--- src/rtl/mips_pkg.sv ---
//------------------------------------------------------------------------------
// Module   : mips_pkg
// Purpose  : Shared register-file widths, zero-register index and clear FSM states.
// Revision : 1.0 - initial release
//------------------------------------------------------------------------------
`default_nettype none

package mips_pkg;
   localparam int DATA_W_DEF = 32;
   localparam int ADDR_W_DEF = 5;
   localparam int REG_ZERO   = 0;

   typedef enum logic {
      CLEAR = 1'b0,
      RUN   = 1'b1
   } clrState_t;
endpackage

`default_nettype wire

--- src/rtl/banco_clear_seq.sv ---
//------------------------------------------------------------------------------
// Module   : banco_clear_seq
// Purpose  : Post-reset sequencer zeroing registers 1..N-1, one per cycle; drives Busy.
// Revision : 1.0 - initial release
//------------------------------------------------------------------------------
`default_nettype none

module banco_clear_seq
   import mips_pkg::*;
#(
   parameter int ADDR_W = ADDR_W_DEF
) (
   input  logic              clock,
   input  logic              reset,
   output logic              clearEn,
   output logic [ADDR_W-1:0] clearIdx,
   output logic              Busy
);

   localparam logic [ADDR_W-1:0] c_LAST  = '1;
   localparam logic [ADDR_W-1:0] c_FIRST = ADDR_W'(1);

   clrState_t         r_state;
   clrState_t         w_stateNext;
   logic [ADDR_W-1:0] r_count;
   logic [ADDR_W-1:0] w_countNext;

   always_ff @(posedge clock) begin
      if (reset) begin
         r_state <= CLEAR;
         r_count <= c_FIRST;
      end else begin
         r_state <= w_stateNext;
         r_count <= w_countNext;
      end
   end

   // The counter stops at the last index so it never wraps back to register 0.
   always_comb begin
      w_stateNext = r_state;
      w_countNext = r_count;
      clearEn     = 1'b0;
      Busy        = 1'b0;
      case (r_state)
         CLEAR: begin
            Busy    = 1'b1;
            clearEn = !reset;
            if (r_count == c_LAST) begin
               w_stateNext = RUN;
            end else begin
               w_countNext = r_count + c_FIRST;
            end
         end
         RUN: begin
            w_stateNext = RUN;
         end
         default: begin
            w_stateNext = CLEAR;
         end
      endcase
   end

   assign clearIdx = r_count;

endmodule

`default_nettype wire

--- src/rtl/banco_registradores.sv ---
//------------------------------------------------------------------------------
// Module   : banco_registradores
// Purpose  : 32x32 MIPS register file with post-reset clear; optional write-through
//            bypass enabled by macro BANCO_REG_BYPASS_EN.
// Revision : 1.0 - initial release
//------------------------------------------------------------------------------
`default_nettype none

module banco_registradores
   import mips_pkg::*;
#(
   parameter int DATA_W = DATA_W_DEF,
   parameter int ADDR_W = ADDR_W_DEF
) (
   input  logic              clock,
   input  logic              reset,
   input  logic              RegWrite,
   input  logic [ADDR_W-1:0] Read_Reg1,
   input  logic [ADDR_W-1:0] Read_Reg2,
   input  logic [ADDR_W-1:0] Write_Reg,
   input  logic [DATA_W-1:0] Write_Data,
   output logic [DATA_W-1:0] Read_Data1,
   output logic [DATA_W-1:0] Read_Data2,
   output logic              Busy
);

   localparam logic [ADDR_W-1:0] c_ZERO = ADDR_W'(REG_ZERO);

   logic [DATA_W-1:0] r_regs [0:(1<<ADDR_W)-1];
   logic              w_clearEn;
   logic [ADDR_W-1:0] w_clearIdx;
   logic              w_wrEn;

   banco_clear_seq #(
      .ADDR_W (ADDR_W)
   ) u_clearSeq (
      .clock    (clock),
      .reset    (reset),
      .clearEn  (w_clearEn),
      .clearIdx (w_clearIdx),
      .Busy     (Busy)
   );

   assign w_wrEn = RegWrite && !Busy && (Write_Reg != c_ZERO);

   // Clear writes and core writes never coincide: core writes require Busy=0.
   always_ff @(posedge clock) begin
      if (w_clearEn) begin
         r_regs[w_clearIdx] <= '0;
      end else if (w_wrEn) begin
         r_regs[Write_Reg] <= Write_Data;
      end
   end

   always_comb begin
      Read_Data1 = '0;
      Read_Data2 = '0;
      if (!Busy && (Read_Reg1 != c_ZERO)) begin
         Read_Data1 = r_regs[Read_Reg1];
      end
      if (!Busy && (Read_Reg2 != c_ZERO)) begin
         Read_Data2 = r_regs[Read_Reg2];
      end
`ifdef BANCO_REG_BYPASS_EN
      if (w_wrEn && (Read_Reg1 == Write_Reg)) begin
         Read_Data1 = Write_Data;
      end
      if (w_wrEn && (Read_Reg2 == Write_Reg)) begin
         Read_Data2 = Write_Data;
      end
`endif
   end

endmodule

`default_nettype wire
--- config.mk ---
export PLATFORM = sky130hd
export DESIGN_NAME = banco_registradores
export DESIGN_NICKNAME = d
export VERILOG_FILES = /design/src/rtl/mips_pkg.sv /design/src/rtl/banco_clear_seq.sv /design/src/rtl/banco_registradores.sv
export SDC_FILE = /design/constraint.sdc
export NUM_CORES = 1
export LEC_CHECK = 0
export CAP_MARGIN = 20
export CORE_MARGIN = 4
export CORE_UTILIZATION = 40
export CTS_CLUSTER_DIAMETER = 60
export DETAILED_ROUTE_END_ITERATION = 12
export DONT_BUFFER_PORTS = 1
export GPL_ROUTABILITY_DRIVEN = 0
export PLACE_DENSITY = 0.53
export SETUP_SLACK_MARGIN = 0.4
export SKIP_LAST_GASP = 1
export SLEW_MARGIN = 15
export SYNTH_ARGS = -nofsm -noshare
export SYNTH_HDL_FRONTEND = slang
export SYNTH_SLANG_ARGS = --single-unit
--- constraint.sdc ---
create_clock -name clock -period 5.95 [get_ports clock]
set_input_delay 0.8925 -clock clock [delete_from_list [all_inputs] [get_ports clock]]
set_output_delay 0.8925 -clock clock [all_outputs]
set_load 0.01 [all_outputs]
* Word-level counts from Yosys, hierarchy flattened
Memories as Yosys holds them, arrays and structs flattened. Index checks and enable logic that the tools add are counted.
Word-level totals: flip-flop bits (word level) 6, memory bits (writable) 1024, logic and storage cells 31, memories kept 1
Cells by class: add/subtract/negate cells 1, equal/unequal tests 1, multiplexer cells 14, bitwise gates (word level) 2, reductions and logical operators 10
Memories:
- r_regs | depth 32, width 32, read ports 2, clocked after memory_dff 0, write ports 1, line banco_registradores.sv:29 | logic [DATA_W-1:0] r_regs [0:(1<<ADDR_W)-1];
Operator list (number):
- two-way mux 32 bit | 3
- OR reduction 32 bit | 1
- nonzero test 5 bit | 3
- two-way mux 1 bit | 9
- adder 5 x 1 -> 5 bit (second input constant) | 1
- equality test 5 bit (second input constant) | 1
- two-way mux 5 bit | 1
- logical AND 1 bit | 4
- NOT 1 bit | 2
- case mux 1 bit (2 select lines) | 1
- AND reduction 2 bit | 1
- zero test 1 bit | 1

* Depth between registers and ports, before layout
depth after elaboration 7, depth in mapped cells 8, mapped depth without buffers 7

* By module
A second synthesis with hierarchy kept.
Second synthesis, totals: cell total of the unflattened synthesis 2363, area, all modules 47652.0 µm²
By module, submodules not included:
- banco_registradores | times used 1, cells an instance 2335, area each 47384.2 µm², seq. area each 30749.5 µm²
- banco_clear_seq | times used 1, cells an instance 28, area each 267.8 µm², seq. area each 120.1 µm²

* Worst setup path after synthesis
OpenSTA, ideal clock, no wires.
path type input to register, start point input port Write_Reg[4], end point memory r_regs[11][0] (netlist name) (enable), arrival 4989 ps, data required time 5449 ps, setup slack 460 ps, stages 4, cell sequence or4_4 o21ai_4 a21oi_4 nor4_1
Between the ends: cells in the longest elaborated chain, start to end 7, elaborated cells on any way between the ends 8
Ends and longest elaborated chain:
- start: declaration | line banco_registradores.sv:20 | input logic [ADDR_W-1:0] Write_Reg,
- nonzero test 5 bit | line banco_registradores.sv:44 | assign w_wrEn = RegWrite && !Busy && (Write_Reg != c_ZERO);
- logical AND 1 bit | line banco_registradores.sv:44
- two-way mux 1 bit | line banco_registradores.sv:50 | end else if (w_wrEn) begin
- two-way mux 1 bit | line banco_registradores.sv:48 | if (w_clearEn) begin
- two-way mux 1 bit (not written as such) | line banco_registradores.sv:51 | r_regs[Write_Reg] <= Write_Data;
- OR reduction 32 bit (no line)
- two-way mux 5 bit (no line) or two-way mux 1 bit (tied branches)
- end: declaration | line banco_registradores.sv:29
Parallel ways exist; a longest one is shown, timed or not.

* Final worst setup path
start point register u_clearSeq.r_state, end point output port Read_Data1[28]
Between the ends: cells in the longest elaborated chain, start to end 2
Ends and longest elaborated chain:
- start: declaration | line banco_clear_seq.sv:23 | clrState_t r_state;
- start signal: assignment | line banco_clear_seq.sv:33 | r_state <= w_stateNext;
- logical AND 1 bit | line banco_registradores.sv:58 | if (!Busy && (Read_Reg1 != c_ZERO)) begin
- two-way mux 32 bit | line banco_registradores.sv:58
- end: declaration | line banco_registradores.sv:22 | output logic [DATA_W-1:0] Read_Data1,
No other way between the ends.

==> impl_metrics.yaml <==
setup_path:
  rrSetupSlack_ns: 2.12
  critPathLaunch: "u_clearSeq.r_state"
  path_class: "reg2out"
  path_max_fanout: 19
  r2r-start: "u_clearSeq.r_state"
  ff2ff_path_depth: 5
  worstPathRequired_ns: 5.06
  start_kind: "flip-flop"
  cp-end-kind: "output pin"
  r2r-end: "r_regs[22][29]"
  endpoint: "Read_Data1[28]"
  arrival_ns: 3.67
timing:
  setup_viol: 0
  max_freq_mhz: 219
  period_share: 0.767
  final_max_slew_viol_count: 136
  hold_viol_final: 0
  period_minus_slack_ns: 4.56
  grt_setup_unrepaired: "false"
  skew_ns: 0.0173
  totalNegativeSetupSlack_ns: 0
  max-slew-margin-rel: -0.173
  tightest_slew_ns: 1.76
synth:
  synthXorXnorAreaFrac: 0.000547
  yosysWarnings: 0
  synthArstFlopShare: 0
  synthCells: 2868
  seq_area_frac_synth: 0.643
  synth-adder-area-share: 0.000521
  synthTopCellsByArea: "edfxtp_1 64%, mux2i_1 11%, mux4_2 11%"
  syn_area_um2: 48000
  synth_top_cell_by_area: "edfxtp_1"
  yosys-top-cells-count: "1024 x edfxtp_1, 547 x mux2i_1, 294 x a22oi_1, 238 x mux4_2, 144 x nand3_1"
  synth-compound-area-share: 0.0635
  synth.area.mux_share: 0.226
  syn_avg_cell_area_um2: 16.7
  synth_top_flop_cell: "edfxtp_1"
  synth_most_common_cell: "edfxtp_1"
  synth_seq_cells: 1030
  synth-simple-area-share: 0.0436
  synth_top_family_by_area: "multiplexers"
  syn_nets: 2920
  synth.top_cell.area_share: 0.640
  synth-edff-count: 1024
  netlist-cell-type-count: 44
global_routing:
  overflow: 0
  use_met1: 0.369
  grt_pass1_vias: 29500
  track_usage: 0.262
  antenna_found_initial: 18
  grt_pass1_wl_mm: 232
  grt_max_degree: 403
  use_met2: 0.399
  top_usage_layer: "met2"
  grt.met3_usage: 0.0711
finish:
  drive_above_1_share: 0.191
  layout.nets: 2903
  postLayoutCoreUtil: 0.454
  fillers: 10200
  area.growth.synth_to_final_pct: 12.1
run:
  drv_cap: 0
pwr:
  leakagePower_nw: 16.9
  combPwrFrac: 0.042
  seqPwrFrac: 0.515
  clkPwrFrac: 0.442
  p_int_w: 0.0123
  sw_frac_of_total: 0.208
  power_density_nw_per_um2: 288
  ir_worst_vdd_v: 0.000227
  p_sw_w: 0.00322
die:
  start_util: 0.405
  io_pins: 115
  row_count: 126
  die_x_um: 355
  die_area_um2: 126000
  fp.coreArea_um2: 119000
  die_h_um: 355
run_status:
  status: "finished with violations"
  violations: "slew limit"
clocking:
  clockRootBuffer: "clkbuf_16"
  cts_hold_buffers: 0
  cts_resized: 0
  tritoncts: "yes"
  cts_buffers: 112
  htreeDepth: 3
  cts.path.max_buffers: 3
  cts.clk_slew.worst_paths_ns: 0.06
  cts_setup_buffers: 0
  clock_latency_ns: 0.70
  cts_sinks: 1030
drt:
  num_vias: 30000
  wirelength_mm: 169
  first_pass_iters: 6
  drt_iter0_markers: 3927
  wl_per_cell_um: 37.1
  antenna_left: 0
  viasPerCell: 6.58
  drc: 0
min_path:
  hp-class: "in2reg"
  hold_start: "reset"
place:
  place_hpwl_mm: 99.7
  numPortBuffers: 0
## power by group through the flow
stage               registers (W)  clock network (W)  logic (W)
floorplan                 0.00812                  0   0.000591
finish                    0.00798            0.00685   0.000655
CTS                       0.00798            0.00693   0.000631
global route              0.00798            0.00725   0.000661
detailed placement        0.00813                  0   0.000630
global placement          0.00812                  0   0.000627
## registers in the layout, summed over array words and instances (netlist names)
register,cells
u_clearSeq.r_state,1
u_clearSeq.clearIdx,5
r_regs,1024
## kinds of logic after synthesis
| kind of cell | Yosys count |
|---|---|
| AOI/OAI and AO/OA | 415 |
| xor gates and xnor gates | 3 |
| adders and majority gates | 2 |
| buffers and inverters | 237 |
| DFF | 1030 |
| muxes | 785 |
| and+or+nand+nor | 396 |
## critical path, cell delays in order, from the launching register on
cell and delay, ns:
dfxtp_1 0.65, nand3b_1 0.79, nor2_4 0.60, buf_4 0.49, a22oi_1 0.16, nand4_1 0.26
## layout by cell type, fill, tap and decap left out, types with 7 or more instances in the layout
master	n
a21oi_1	36
a22o_1	31
a22oi_1	294
a31oi_1	37
a32oi_1	7
and2_1	32
and2_2	7
and3_1	26
buf_4	80
buf_8	11
bufinv_16	10
clkbuf_1	23
clkbuf_16	116
clkinv_1	24
clkinv_2	18
diode_2	9
edfxtp_1	1024
inv_1	7
mux2i_1	547
mux4_2	238
nand2_1	43
nand3_1	144
nand4_1	68
nor2_1	15
nor2_4	25
nor3_2	12
## stage by stage
stage / hold slack (ns) / area [µm²] / power, W / worst slack [ns] / std cells
2_1_floorplan: 0.492 / 48000 / 0.00871 / 0.460 / 2868
3_3_place_gp: 0.511 / 50000 / 0.00875 / 1.99 / 4323
3_5_place_dp: 0.520 / 50000 / 0.00876 / 1.96 / 4323
4_1_cts: 0.232 / 53600 / 0.0155 / 1.43 / 4529
5_1_grt: 0.255 / 53800 / 0.0159 / 1.29 / 4545
6_report: 0.273 / 53800 / 0.0155 / 1.39 / 4552
## how the worst min path moves through the flow
stage / to / slack, ns / cells after the start
final: u_clearSeq.clearIdx[2] / 0.27 / 1
after global routing: u_clearSeq.clearIdx[4] / 0.25 / 1
after CTS: u_clearSeq.clearIdx[1] / 0.23 / 1
after detailed placement: u_clearSeq.clearIdx[1] / 0.52 / 2
after global placement: u_clearSeq.clearIdx[1] / 0.51 / 2
after floorplan: u_clearSeq.clearIdx[1] / 0.49 / 2
## layout make-up
| type | count | area [µm²] | share of cell area |
|---|---|---|---|
| Antenna cell | 9 | 22.5 | 0.000418 |
| Clock buffer | 139 | 2990 | 0.0555 |
| Clock inverter | 67 | 619 | 0.0115 |
| Inverter | 7 | 26.3 | 0.000488 |
| Multi-Input combinational cell | 1601 | 16400 | 0.304 |
| Sequential cell | 1030 | 30900 | 0.573 |
| Tap cell | 1600 | 2000 | 0.0372 |
| Timing Repair Buffer | 99 | 932 | 0.0173 |
## per-layer routing
metal,part of all wire,up-vias
met5,0.00041,-
met4,0.032,10
met3,0.11,272
met2,0.45,1665
met1,0.41,16100
li1,-,12000
No activity file was read; power rests on OpenSTA's default activity.
